==> config.mk <==
export PLATFORM = sky130hd
export DESIGN_NAME = ram_rr_arbiter
export DESIGN_NICKNAME = d
export VERILOG_FILES = /design/src/rtl/ram_arb_pkg.sv /design/src/rtl/rr_arbiter.sv /design/src/rtl/ram_rr_arbiter.sv
export SDC_FILE = /design/constraint.sdc
export NUM_CORES = 1
export LEC_CHECK = 0
export BUFFER_PORTS_ARGS = -buffer_cell sky130_fd_sc_hd__buf_2
export CAP_MARGIN = 30
export CORE_UTILIZATION = 40
export DETAILED_ROUTE_END_ITERATION = 6
export PLACE_DENSITY = 0.9
export SYNTH_ARGS = -nofsm -noshare
export SYNTH_HDL_FRONTEND = slang
export SYNTH_SLANG_ARGS = --single-unit
==> constraint.sdc <==
create_clock -name clk -period 1.8 [get_ports clk]
set_input_delay 0.09 -clock clk [delete_from_list [all_inputs] [get_ports clk]]
set_output_delay 0.09 -clock clk [all_outputs]
set_load 0.05 [all_outputs]
==> src/rtl/ram_arb_pkg.sv <==
`default_nettype none
// ============================================================================
//  Module      : ram_arb_pkg
//  Description : Shared helpers for the RAM round-robin arbiter.
//                onehot_to_idx - one-hot vector (up to 8 bits) to binary index
//                rr_pick       - round-robin pick: first set request found
//                                after the pointer, wrapping, as one-hot
//  Revision    : 1.0 - initial release
// ============================================================================
package ram_arb_pkg;

    localparam int c_max_req = 8;

    // All inputs are zero-extended to 8 bits by the caller. The OR-merge
    // gives the exact index for a true one-hot vector and 0 for all-zero.
    function automatic logic [2:0] onehot_to_idx(input logic [7:0] oh);
        logic [2:0] idx;
        idx = 3'd0;
        for (int i = 0; i < c_max_req; i++) begin
            if (oh[i]) begin
                idx = idx | 3'(i);
            end
        end
        return idx;
    endfunction

    // Scan order is ptr+1, ptr+2, ... wrapping modulo n, so the requester
    // granted last has the lowest priority on the next pick.
    function automatic logic [7:0] rr_pick(input logic [7:0] req,
                                           input logic [2:0] ptr,
                                           input int         n);
        logic [7:0] gnt;
        logic       found;
        logic [2:0] idx;
        gnt   = 8'd0;
        found = 1'b0;
        for (int k = 1; k <= c_max_req; k++) begin
            if (k <= n) begin
                idx = 3'((int'(ptr) + k) % n);
                if (!found && req[idx]) begin
                    gnt[idx] = 1'b1;
                    found    = 1'b1;
                end
            end
        end
        return gnt;
    endfunction

endpackage : ram_arb_pkg
`default_nettype wire

==> src/rtl/rr_arbiter.sv <==
`default_nettype none
// ============================================================================
//  Module      : rr_arbiter
//  Description : Generic N-way round-robin arbiter (N = 1..8). Combinational
//                one-hot grant; the pointer register remembers the last
//                granted index and only moves on a grant.
//  Ports       : clk       - clock
//                rst_n     - asynchronous active-low reset (ptr <= N-1)
//                req       - request vector
//                grant     - one-hot grant (combinational)
//                grant_idx - binary index of grant (0 when no grant)
//                ptr       - last-grant pointer
//  Revision    : 1.0 - initial release
// ============================================================================
module rr_arbiter
    import ram_arb_pkg::*;
#(
    parameter  int N  = 2,
    localparam int IW = (N > 1) ? $clog2(N) : 1
) (
    input  logic          clk,
    input  logic          rst_n,
    input  logic [N-1:0]  req,
    output logic [N-1:0]  grant,
    output logic [IW-1:0] grant_idx,
    output logic [IW-1:0] ptr
);

    logic [IW-1:0] r_ptr;
    logic [7:0]    w_req8;
    logic [7:0]    w_gnt8;
    logic [2:0]    w_idx3;
    logic          w_unused_bits;

    assign w_req8    = 8'(req);
    assign w_gnt8    = rr_pick(w_req8, 3'(r_ptr), N);
    assign w_idx3    = onehot_to_idx(w_gnt8);
    assign grant     = w_gnt8[N-1:0];
    assign grant_idx = IW'(w_idx3);
    assign ptr       = r_ptr;

    // Upper bits of the 8-bit helper results are constant zero for N < 8.
    assign w_unused_bits = ^{w_gnt8, w_idx3};

    always_ff @(posedge clk or negedge rst_n) begin
        if (!rst_n) begin
            r_ptr <= IW'(N - 1);
        end else if (|grant) begin
            r_ptr <= grant_idx;
        end
    end

endmodule : rr_arbiter
`default_nettype wire

==> src/rtl/ram_rr_arbiter.sv <==
`default_nettype none
// ============================================================================
//  Module      : ram_rr_arbiter
//  Description : Shares one single-port, read-first RAM with 1-cycle
//                registered read between NREQ requesters. Round-robin grant,
//                RAM driven in the grant cycle, one-cycle read-response strobe
//                per requester in the following cycle.
//  Macro       : RAMARB_PRIO0_EN - when defined, requester 0 is granted
//                whenever it is valid (pointer untouched) and requesters
//                1..NREQ-1 round-robin among themselves.
//  Ports       : clk, rst_n             - clock, async active-low reset
//                req_valid/req_ready    - per-requester handshake
//                req_we/req_addr/req_wdata - packed request payloads
//                rsp_valid/rsp_rdata    - one-hot read strobe and data
//                ram_addr/ram_we/ram_din/ram_qout - RAM interface
//  Revision    : 1.0 - initial release
// ============================================================================
module ram_rr_arbiter
    import ram_arb_pkg::*;
#(
    parameter  int NREQ  = 2,
    parameter  int DW    = 8,
    parameter  int WORDS = 256,
    localparam int AW    = $clog2(WORDS)
) (
    input  logic              clk,
    input  logic              rst_n,
    input  logic [NREQ-1:0]   req_valid,
    output logic [NREQ-1:0]   req_ready,
    input  logic [NREQ-1:0]   req_we,
    input  logic [NREQ*AW-1:0] req_addr,
    input  logic [NREQ*DW-1:0] req_wdata,
    output logic [NREQ-1:0]   rsp_valid,
    output logic [DW-1:0]     rsp_rdata,
    output logic [AW-1:0]     ram_addr,
    output logic              ram_we,
    output logic [DW-1:0]     ram_din,
    input  logic [DW-1:0]     ram_qout
);

    localparam int c_iw = (NREQ > 1) ? $clog2(NREQ) : 1;

    logic [NREQ-1:0] w_arb_req;
    logic [NREQ-1:0] w_arb_grant;
    logic [c_iw-1:0] w_arb_idx;
    logic [c_iw-1:0] w_unused_ptr;
    logic [NREQ-1:0] w_grant;
    logic [c_iw-1:0] w_sel;
    logic [NREQ-1:0] r_pend;
    logic [DW-1:0]   r_hold;

    rr_arbiter #(
        .N (NREQ)
    ) u_rr_arbiter (
        .clk       (clk),
        .rst_n     (rst_n),
        .req       (w_arb_req),
        .grant     (w_arb_grant),
        .grant_idx (w_arb_idx),
        .ptr       (w_unused_ptr)
    );

`ifdef RAMARB_PRIO0_EN
    // Hiding all requests from the round-robin core while requester 0 is
    // valid keeps its pointer frozen, so a priority grant never moves it.
    assign w_arb_req = req_valid[0] ? '0 : req_valid;
    assign w_grant   = req_valid[0] ? NREQ'(1) : w_arb_grant;
    assign w_sel     = req_valid[0] ? '0 : w_arb_idx;
`else
    assign w_arb_req = req_valid;
    assign w_grant   = w_arb_grant;
    assign w_sel     = w_arb_idx;
`endif

    // Nothing is granted or driven to the RAM while reset is asserted.
    assign req_ready = rst_n ? w_grant : '0;

    always_comb begin
        ram_addr = '0;
        ram_we   = 1'b0;
        ram_din  = '0;
        if (rst_n && (|w_grant)) begin
            ram_addr = req_addr[int'(w_sel)*AW +: AW];
            ram_we   = req_we[w_sel];
            ram_din  = req_wdata[int'(w_sel)*DW +: DW];
        end
    end

    // r_pend marks which requester's read data appears on ram_qout in the
    // next cycle; r_hold keeps the last delivered data between responses.
    always_ff @(posedge clk or negedge rst_n) begin
        if (!rst_n) begin
            r_pend <= '0;
            r_hold <= '0;
        end else begin
            r_pend <= w_grant & ~req_we;
            if (|r_pend) begin
                r_hold <= ram_qout;
            end
        end
    end

    assign rsp_valid = r_pend;
    assign rsp_rdata = (|r_pend) ? ram_qout : r_hold;

endmodule : ram_rr_arbiter
`default_nettype wire

==> impl_results.md <==
- Setup Viol. Count Final: 0
- Critical path buffer and inverter count: 2
- Leakage power: 0.6727 nW
- Critical Path Stages: 4
- Clock latency on the worst-skew pair: 0.26 ns
- Highest net fanout along the worst path: 14
- Total Wirelength: about 2200 microns
- R2r worst-path depth: 2
- Element type at the critical path start: flip-flop
- Max_cap viols: 0
- Hold_ws: roughly 0.075 ns
- Initial antenna violation count: 0
- WL/cell: 11.66 microns
- Max VDD drop: approximately 0.39 mV
- Fin cells: ~190
- Final Cycle Share: a little over nine tenths
- Largest net degree at the start of global routing: 38
- Psw: 0.4790 mW
- Post-CTS Setup Repair Bufs: 0
- Crit-path slowest cell: dfstp_2
- Comb power frac: 54.4%
- Syn Std Cell Area: roughly 850 sq um
- Final Critical Period: roughly 1.7 ns
- Antenna cell count: 0
- Top post-synthesis cells by count: nand2_1 (34), dfrtp_1 (10), o32ai_1 (9), mux2_2 (8), o32ai_2 (8)
- Mapped Nets: approximately 140
- Worst path cell trace: a21bo_1 > buf_12 > o32ai_1 > buf_2
- Sequential share of power: roughly 30%
- H-Tree Depth: 1
- Max Root-Sink Buffers: 2
- First-pass detailed-route iteration total: 4
- Area Overhead vs Synth: 49.05%
- Routability congestion estimate from global placement: 0.7421
- Power density over the cells: around 800 nW/um^2
- CP Data Arrival Time: between 1.5 and 2 ns
- Starting Density: around 43%
- Pint: 0.5437 mW
- Setup TNS: 0 ns
- Vias: 948
- ANT nets after route: 0
- I/O Buffers: 74
- Largest stage delay on the critical path: roughly 0.57 ns
- Clock root cell: clkbuf_4
- Mean Syn Cell Area: between 9 and 10 sq um
- Die area: roughly 2300 sq um
- DR iter-0 viols: 9
- Total gr overflow: 0
- Post-synthesis sequential element count: 11
- Pins Over Slew Limit: 0
- Max-slew headroom: approximately three fifths
- YS warnings: 0
- Fraction of layout cells with a size suffix above 1: a little over three fifths
- Max Clock Freq: between 500 and 600 MHz
- Vias in the first global route: 793
- Placed insts: between 150 and 200
- EDFF count, synth: 0
- Clock tree from TritonCTS: done
- Worst Tran Pin Value: around 0.57 ns
- Rows: 16
- Worst hold path depth: 2
- Worst Setup Path Type: reg2out
- Most common cell in the netlist: nand2_1
- Core area: slightly below 2000 sq um
- CP endpoint kind: primary output
- Finished Core Util: 64.27%
- Critical Path RT: between 1.5 and 2 ns
- Status: finished clean
- Routed vias/inst: 4.963
- RSZ-0062 raised after global routing: false
- Die Wd: between 40 and 50 microns
- I/O Pins: 75
- Final #Nets: 211
- Post-route cell area: 1274 sq um
- Area share of the largest cell type after synthesis: between 20% and 30%
- First-pass GRT wire length: around 3000 microns
- Hold WC Path Type: in2reg
- Unique masters post-synth: 16
- Worst clock skew: roughly 0.0035 ns
- Predominant post-synthesis flop cell: dfrtp_1
- Hold Vio Cnt, Final: 0
- Register area share after synthesis: 32.36%
- Die height: 48.22 microns
- CP top delay family: flip-flops
- FFs w/ async S/R, synth: 100.0%
- Post-DP HPWL: around 1700 microns
- Clock share of power: 15.6%
- Num CTS Buffers: 3
- Switching part of the total: between 40% and 50%
- Area contributors post-synth: dfrtp_1 (29%), o32ai_2 (15%), nand2_1 (15%)
- Post-Syn Instances: 90
- Tot GR Track Use: 18.66%
- Clk sinks: 11
- # DRC: 0
- Dpl cell area: about 1200 sq um
- Post-synth top area cell: dfrtp_1
- Clock-pin slew on the worst setup and hold paths: ~0.06 ns
-- worst reg2reg max path: cells and delay by family (launching register included) --
| family | cells | cell delay (ns) |
|---|---|---|
| multiplexers | 1 | 0.38 |
| flip-flops | 1 | 0.41 |
| AND/OR/NAND/NOR | 1 | 0.24 |
-- power groups by stage --
stage	combinational, mW	clock, mW	sequential, mW
floorplan	0.421	0	0.314
global placement	0.540	0	0.305
detailed placement	0.554	0	0.309
CTS	0.559	0.171	0.307
global route	0.590	0.185	0.311
finish	0.556	0.160	0.307
-- layer usage --
layer / global-route usage [%] / share of wire [%] / vias up / wire length, microns
met5: 0 / 0 / - / 0
met4: 11.11 / 2.0 / 0 / 44
met3: 1.481 / 9.8 / 4 / 219
met2: 36.27 / 50 / 66 / 1106
met1: 18.97 / 39 / 409 / 858
li1: - / - / 469 / -
-- placed cells by master, fill, tap and decap left out, types with 2 or more instances in the layout --
cell type      netlist  layout
inv_1                2       2
buf_4                2       3
clkbuf_4             0       3
mux2_2               8       8
dfrtp_1             10      10
o32ai_1              9       9
dlygate4sd3_1        0       2
nor2_2               2       2
o32ai_2              8       8
nand2_1             34      34
buf_2                3      74
-- state kept, by name, indices dropped and copies added, names as in the netlist --
signal and flops:
u_rr_arbiter.ptr 1, rsp_valid 2, r_hold 8
-- layout make-up --
| type | instances | area (sq um) |
|---|---|---|
| fillers | 177 | 708.2 |
| multi-input cells | 67 | 496.7 |
| repair buffers | 80 | 432.9 |
| flip-flops and latches | 11 | 276.5 |
| well taps | 27 | 33.78 |
| clock buffers | 4 | 26.28 |
| inverters | 2 | 7.507 |
-- metrics by stage --
stage	setup WS (ns)	power, mW
floorplan	-0.2511	0.7353
global placement	0.2285	0.8452
detailed placement	0.1626	0.8630
CTS	0.05058	1.037
global route	0.01487	1.085
finish	0.06938	1.023
-- kinds of logic after synthesis --
| logic type | share of synthesized area, % |
|---|---|
| AOI/OAI and AO/OA | 26.50 |
| muxes | 10.54 |
| and+or+nand+nor | 19.62 |
| DFF | 32.36 |
| buffers and inverters | 10.98 |
-- path summary, 6_finish.rpt --
| path | startpoint | endpoint | slack (ns) |
|---|---|---|---|
| hold / removal | ram_qout[4] | r_hold[4]$_DFF_PN0_ | 0.08 |
| hold reg to reg | r_hold[1]$_DFF_PN0_ | r_hold[1]$_DFF_PN0_ | 0.50 |
| max in group asynchronous | rst_n | u_rr_arbiter.ptr$_DFFE_PN1P_ | 1.40 |
| min in group asynchronous | rst_n | r_hold[3]$_DFF_PN0_ | 0.20 |
| setup reg to reg | rsp_valid[1]$_DFF_PN0_ | r_hold[5]$_DFF_PN0_ | 0.66 |
| setup / recovery | u_rr_arbiter.ptr$_DFFE_PN1P_ | ram_addr[4] | 0.07 |
-- timing repair --
item                       in CTS  in global routing
resized for setup               1                  0
hold buffers                    2                  0
hold endpoints to repair        2                  0
setup endpoints to repair      17                  0
No activity file was read; power rests on OpenSTA's default activity.
